File: src/rtl/fetch_cache.sv
// fetch_cache: direct-mapped, read-only, one-word-per-frame instruction cache with a single-word miss fill.
module fetch_cache #(
    parameter int CPUID = 0,
    parameter int SETS  = 16
) (
    input  logic        CLK,
    input  logic        nRST,
    input  logic        imemREN,
    input  logic [31:0] imemaddr,
    output logic        ihit,
    output logic [31:0] imemload,
    input  logic        iwait,
    input  logic [31:0] iload,
    output logic        iREN,
    output logic [31:0] iaddr,
    output logic [31:0] hit_count,
    output logic [31:0] miss_count
);
    localparam int IW = $clog2(SETS);
    localparam int TW = 30 - IW;
    localparam logic [0:0] IDLE = 1'b0;
    localparam logic [0:0] FILL = 1'b1;

    logic [0:0]    state_q, state_d;
    logic [SETS-1:0] valid_q;
    logic [TW-1:0] tag_q [SETS];
    logic [31:0]   data_q [SETS];
    logic [IW-1:0] idx;
    logic [TW-1:0] tag;
    logic          hit;
    logic          fill;
    logic [33:0]   unused_bits;

    // The byte offset and CPU slot number carry no logic.
    assign unused_bits = {32'(CPUID), imemaddr[1:0]};

    assign idx      = imemaddr[IW+1:2];
    assign tag      = imemaddr[31:IW+2];
    assign hit      = valid_q[idx] && (tag_q[idx] == tag);
    assign fill     = (state_q == FILL) && imemREN && !iwait;
    assign ihit     = (state_q == IDLE) && imemREN && hit;
    assign imemload = data_q[idx];
    assign iREN     = (state_q == FILL);
    assign iaddr    = iREN ? {imemaddr[31:2], 2'b00} : 32'd0;

    // Next state: a missing request enters FILL; FILL leaves on word arrival or when the request drops.
    always_comb begin
        state_d = (state_q == IDLE) ? ((imemREN && !hit) ? FILL : IDLE)
                                    : ((!imemREN || !iwait) ? IDLE : FILL);
    end

    // State register.
    always_ff @(posedge CLK or negedge nRST) begin
        if (!nRST) state_q <= IDLE;
        else       state_q <= state_d;
    end

    // Frame store: the returned word overwrites whatever frame the current address indexes.
    always_ff @(posedge CLK or negedge nRST) begin
        if (!nRST) begin
            valid_q <= '0;
            for (int i = 0; i < SETS; i++) begin
                tag_q[i]  <= '0;
                data_q[i] <= '0;
            end
        end else if (fill) begin
            valid_q[idx] <= 1'b1;
            tag_q[idx]   <= tag;
            data_q[idx]  <= iload;
        end
    end

    // Performance counters, wrapping modulo 2^32.
    always_ff @(posedge CLK or negedge nRST) begin
        if (!nRST) begin
            hit_count  <= '0;
            miss_count <= '0;
        end else begin
            if (ihit) hit_count  <= hit_count + 32'd1;
            if (fill) miss_count <= miss_count + 32'd1;
        end
    end
endmodule

File: config.mk
export PLATFORM = sky130hd
export DESIGN_NAME = fetch_cache
export DESIGN_NICKNAME = d
export VERILOG_FILES = /design/src/rtl/fetch_cache.sv
export SDC_FILE = /design/constraint.sdc
export NUM_CORES = 1
export LEC_CHECK = 0
export BUFFER_PORTS_ARGS = -buffer_cell sky130_fd_sc_hd__buf_2
export CAP_MARGIN = 20
export CELL_PAD_IN_SITES_DETAIL_PLACEMENT = 1
export CELL_PAD_IN_SITES_GLOBAL_PLACEMENT = 1
export CORE_UTILIZATION = 50
export CTS_CLUSTER_DIAMETER = 150
export DETAILED_ROUTE_END_ITERATION = 8
export PLACE_DENSITY_LB_ADDON = 0.1
export SYNTH_ARGS = -nofsm -noshare
export SYNTH_HDL_FRONTEND = slang
export SYNTH_SLANG_ARGS = --single-unit
File: constraint.sdc
create_clock -name CLK -period 8 [get_ports CLK]
set_input_delay 0.8 -clock CLK [delete_from_list [all_inputs] [get_ports CLK]]
set_output_delay 0.8 -clock CLK [all_outputs]
set_load 0.01 [all_outputs]
; Word level (Yosys, flattened, before mapping)
; Cells that the tools add are included.
[word_totals]
regBits = 1009
in_bits = 68
output_inout_bits = 130
word_cells = 78
[op_classes]
n_addsub = 2
order_cmp = 4
eq_ne = 1
mux = 20
n_bitwise = 3
reduce_logical = 12
[ops]
columns = operator, count
row1 = $bwmux 512, 1
row2 = $bwmux 416, 1
row3 = $bmux 32 s4, 1
row4 = $demux 32 s4, 1
row5 = $mux 32, 4
row6 = $bmux 26 s4, 1
row7 = $demux 26 s4, 1
row8 = $mux 26, 3
row9 = $add 32x1->32 const B, 2
row10 = $eq 26x26->1, 1
row11 = $or 16x16->16, 1
row12 = $logic_and 1x1->1, 8
row13 = $ge 5x5->1 const B, 1
row14 = $lt 4x5->1 const B, 1
row15 = $lt 5x1->1 const B, 1
row16 = $mux 1, 5
row17 = $not 4->5, 1
row18 = $bmux 1 s4, 1
row19 = $demux 1 s4, 1
row20 = $ge 4x1->1 const B, 1
row21 = $logic_not 1->1, 3
row22 = $logic_or 1x1->1, 1
row23 = $not 1->1, 1

; Longest topological paths before layout
[logic_depth]
ltp_word = 10
ltp_mapped = 14
ltp_nobuf = 8

; Worst setup path before layout
; OpenSTA, ideal clock, no wires.
[synth_timing]
path_kind = input port to output port
startpoint = input imemaddr[2]
endpoint = output imemload[0]
arrival_ns = 3.500
required_ns = 7.200
path_slack_ns = 3.700
cell_stages = 9
path_buffers = 7
path_cell_list = buf_4 -> buf_6 -> buf_6 -> buf_6 -> buf_4 -> clkbuf_1 -> buf_1 -> mux4_2 -> mux4_2
[synth_via]
elab_chain_cells = 4
[synth_lines]
columns = element, line_no
row1 = "start, declared", 9  ; input logic [31:0] imemaddr,
row2 = $not 4->5 (implied by the code), 42  ; assign imemload = data_q[idx];
row3 = $bmux 32 s4, 42
row4 = $mux 32 (implied by the code) (2 in series), 42
row5 = "end, declared", 11  ; output logic [31:0] imemload,
; Every way passes these cells. The select of a mux whose other input is x is not followed.

; Worst setup path in the final report
[layout_timing]
startpoint = input imemaddr[2]
endpoint = output ihit
[layout_via]
elab_chain_cells = 7
elab_cells_between_ends = 9
classes_between = 1 x eq/ne / 5 x mux / 1 x bitwise / 2 x reduce/logical
[layout_lines]
columns = element, line_no
row1 = $not 4->5 (implied by the code), 39  ; assign hit = valid_q[idx] && (tag_q[idx] == tag);
row2 = $bmux 26 s4, 39
row3 = $mux 26 (implied by the code) (2 in series), 39
row4 = $eq 26x26->1, 39
row5 = $logic_and 1x1->1 *, 39
row6 = $logic_and 1x1->1 *, 41  ; assign ihit = (state_q == IDLE) && imemREN && hit;
row7 = "end, declared", 10  ; output logic ihit,
; Mark *: on every way between the ends. The rest lies on a longest branch, timed or not. The select of a mux whose other input is x is not followed.

==> impl_metrics.ini <==
[final_layout]
drive_gt1_share_pct = 49.9
nNetsFinal = 3202
fillers = 8299
area_delta_synth_final_pct = 12.5

[power]
power.switching_mw = 3.08
comb_power_share_pct = 11.8
power.density_nw_per_um2 = 247
p_leak_nw = 24.6
finalPower_mw = 12.8
power.internal_mw = 9.72
ir_worst_vdd_v = 0.000180
clkPwrFrac_pct = 41.4
pwr-share-seq_pct = 46.8
switching_share_pct = 24.1

[cts]
clock_latency_ps = 680
numCtsBuffers = 110
clk_pin_slew_ps = 60
h-tree-depth = 3
post_cts_buffers = 0
cts_tree = built
cts_hold_buf = 0
post_cts_resized = 0
ctsLongestPathBuffers = 3
cts-root-buf = clkbuf_16
cts.sinks = 1009

[timing]
relSlewSlack_pct = 22.0
finalWorstSetupSlack_ps = 2330
final_hold_viol_count = 0
tightest_slew_ps = 1170
fin_crit_ps = 5670
setup_viol = 0
fmax_mhz = 176
fin_crit_sh_pct = 70.9
tns_ps = 0
rsz0062_at_grt = false
finalClockSkew_ps = 17.0
final_max_slew_viol_count = 0

[setup_path]
cpPeakStageDelay_ps = 830
worst_setup_path_end_kind = output pin
cpMostUsedCell = buf_4
startpoint_type = input pin
crit_family = buffers and inverters
crit_path_top_delay_cell = buf_4
crit_buf_inv = 4
worstPathMaxFanout = 50
critPathRequiredTime_ps = 7200
path_cells = buf_8 > buf_4 > buf_4 > mux4_2 > mux2i_1 > a211o_1 > a211oi_1 > nand3_1 > and4bb_1 > buf_2
arrival_ps = 4870
crit_type = input pin to output pin

[synth]
syn_inst = 3041
synth-async-reset-ratio_pct = 100
synth_area_um2 = 46100
ys_seq_elements = 1009
ys_top_cells_by_area = dfrtp_1 55%, mux2_2 22%, mux4_2 12%, mux2i_1 1.8%, clkbuf_1 1.4%
yosysWarnings = 0
synth_top_area_share_pct = 54.8
ys_seq_area_share_pct = 54.8
yosysUniqueCellTypes = 65
synthDominantAreaCellType = dfrtp_1
synth_edf_count = 0
synth.avg_cell_area_um2 = 15.2
ys.flop_type = dfrtp_1

[grt]
grtUsageMet2_pct = 45.9
grt_max_degree = 197
antenna_found_initial = 7
use_met3_pct = 3.94
grt_use_total_pct = 27.2
gr-usage-met1_pct = 36.4
gr-total-overflow = 0
grt_pass1_vias = 30492
grt_pass1_wl_um = 193000
grt_busiest_layer = met2

[run_status]
status = finished, final reports clean

[die]
die_y_um = 306
core_region_area_um2 = 90700
start_util_pct = 50.8
die_x_um = 306
rows = 110
fp.dieArea_um2 = 93400
num_io_pins = 198

[place]
gp_congestion = 0.792
dp_slack_ps = 2260
dp_hpwl_um = 71300
portBuffers = 193

[detailed_routing]
ant_nets = 0
firstDrtPassIters = 5
drcViolationCount = 0
first_iter_violations = 1607
wl_per_cell_um = 27.9
vias = 26796
wl_um = 123000
vias_per_cell = 6.10

[min_path]
hold_class = input pin to async pin

[flow_run]
drv_cap = 0
==> routing by layer <==
metal,vias to the layer above,share of wire (%)
met5,-,0.042
met2,504,51
met3,212,3.5
met1,14713,43
met4,8,2.9
li1,11359,-
==> state kept, by name, indices dropped and copies added, names as in the netlist <==
register    flops
valid_q        16
data_q        512
miss_count     32
tag_q         416
iREN            1
hit_count      32
==> placed cells by master, fill, tap and decap left out, types with 15 or more instances in the layout <==
| cell | netlist | final |
|---|---|---|
| clkbuf_1 | 176 | 20 |
| nor2_1 | 39 | 27 |
| clkinv_2 | 0 | 21 |
| and3_1 | 17 | 17 |
| nor3_1 | 32 | 32 |
| mux2_2 | 909 | 909 |
| mux2i_1 | 84 | 84 |
| xnor2_1 | 32 | 32 |
| a22oi_1 | 18 | 18 |
| nand3_1 | 41 | 37 |
| buf_2 | 24 | 189 |
| inv_1 | 15 | 15 |
| dfrtp_1 | 1009 | 1009 |
| mux4_2 | 238 | 238 |
| xor2_1 | 48 | 48 |
| bufinv_16 | 0 | 17 |
| buf_4 | 9 | 47 |
| and2_1 | 25 | 25 |
| o21ai_0 | 39 | 39 |
| nand2_1 | 85 | 85 |
| clkbuf_16 | 0 | 112 |
==> worst paths after layout <==
path	slack, ps	depth (start not counted)	startpoint	endpoint
min	150	1	nRST	tag_q[342]$_DFFE_PN0P_
min in group CLK	440	2	iwait	iREN$_DFF_PN0_
min reg2reg	470	1	valid_q[2]$_DFFE_PN0P_	valid_q[2]$_DFFE_PN0P_
max in group asynchronous	5800	3	nRST	data_q[268]$_DFFE_PN0P_
max reg2reg	3300	5	iREN$_DFF_PN0_	data_q[296]$_DFFE_PN0P_
max	2330	10	imemaddr[2]	ihit
==> Yosys cell counts (15+ instances only) <==
| cell type | instances |
|---|---|
| nand2_1 | 85 |
| nor2_1 | 39 |
| clkbuf_1 | 176 |
| inv_1 | 15 |
| nor3_1 | 32 |
| and3_1 | 17 |
| mux2i_1 | 84 |
| buf_1 | 52 |
| mux4_2 | 238 |
| o21ai_0 | 39 |
| and2_1 | 25 |
| buf_2 | 24 |
| xnor2_1 | 32 |
| a22oi_1 | 18 |
| mux2_2 | 909 |
| dfrtp_1 | 1009 |
| xor2_1 | 48 |
| nand3_1 | 41 |
==> kinds of logic (layout without fill, tap and decap cells) <==
kind of cell / count (synthesis) / count (layout) / synth area share (%)
xor+xnor: 80 / 80 / 1.52
simple gates: 298 / 298 / 3.31
mux: 1234 / 1234 / 35.7
fa+ha+maj: 2 / 2 / 0.0543
compound gates: 132 / 132 / 2.02
flops: 1009 / 1009 / 54.8
other cells: 1 / 4 / 0.00814
buf+inv: 285 / 458 / 2.56
==> final cells by class <==
type                            count  area [µm²]  share of cell area (%)
Sequential cell                  1009       25200                    48.7
Multi-Input combinational cell   1748       19800                    38.2
Clock buffer                      144        3040                    5.87
Tap cell                         1176        1470                    2.84
Timing Repair Buffer              245        1450                    2.81
Clock inverter                     51         739                    1.43
Inverter                           18        67.6                   0.130
Antenna cell                        2        5.00                 0.00966
==> power groups by stage <==
| stage | Combinational [mW] | Clock, mW | Sequential, mW |
|---|---|---|---|
| after floorplan | 1.08 | 0 | 5.96 |
| after global placement | 1.45 | 0 | 6.00 |
| after global routing | 1.64 | 5.61 | 6.06 |
| final | 1.51 | 5.31 | 5.99 |
| after CTS | 1.54 | 5.43 | 5.99 |
| after detailed placement | 1.53 | 0 | 6.07 |
==> per-stage QoR <==
step           cell area, µm²  hold slack [ps]  cells  util (%)
2_1_floorplan           46100              429   3042         -
3_3_place_gp            48000              445   4195      53.0
3_5_place_dp            48000              453   4196      53.0
4_1_cts                 51800              175   4391      57.1
5_1_grt                 51800              199   4392      57.1
6_report                51800              150   4393      57.1
(Power assumes the default switching activity.)
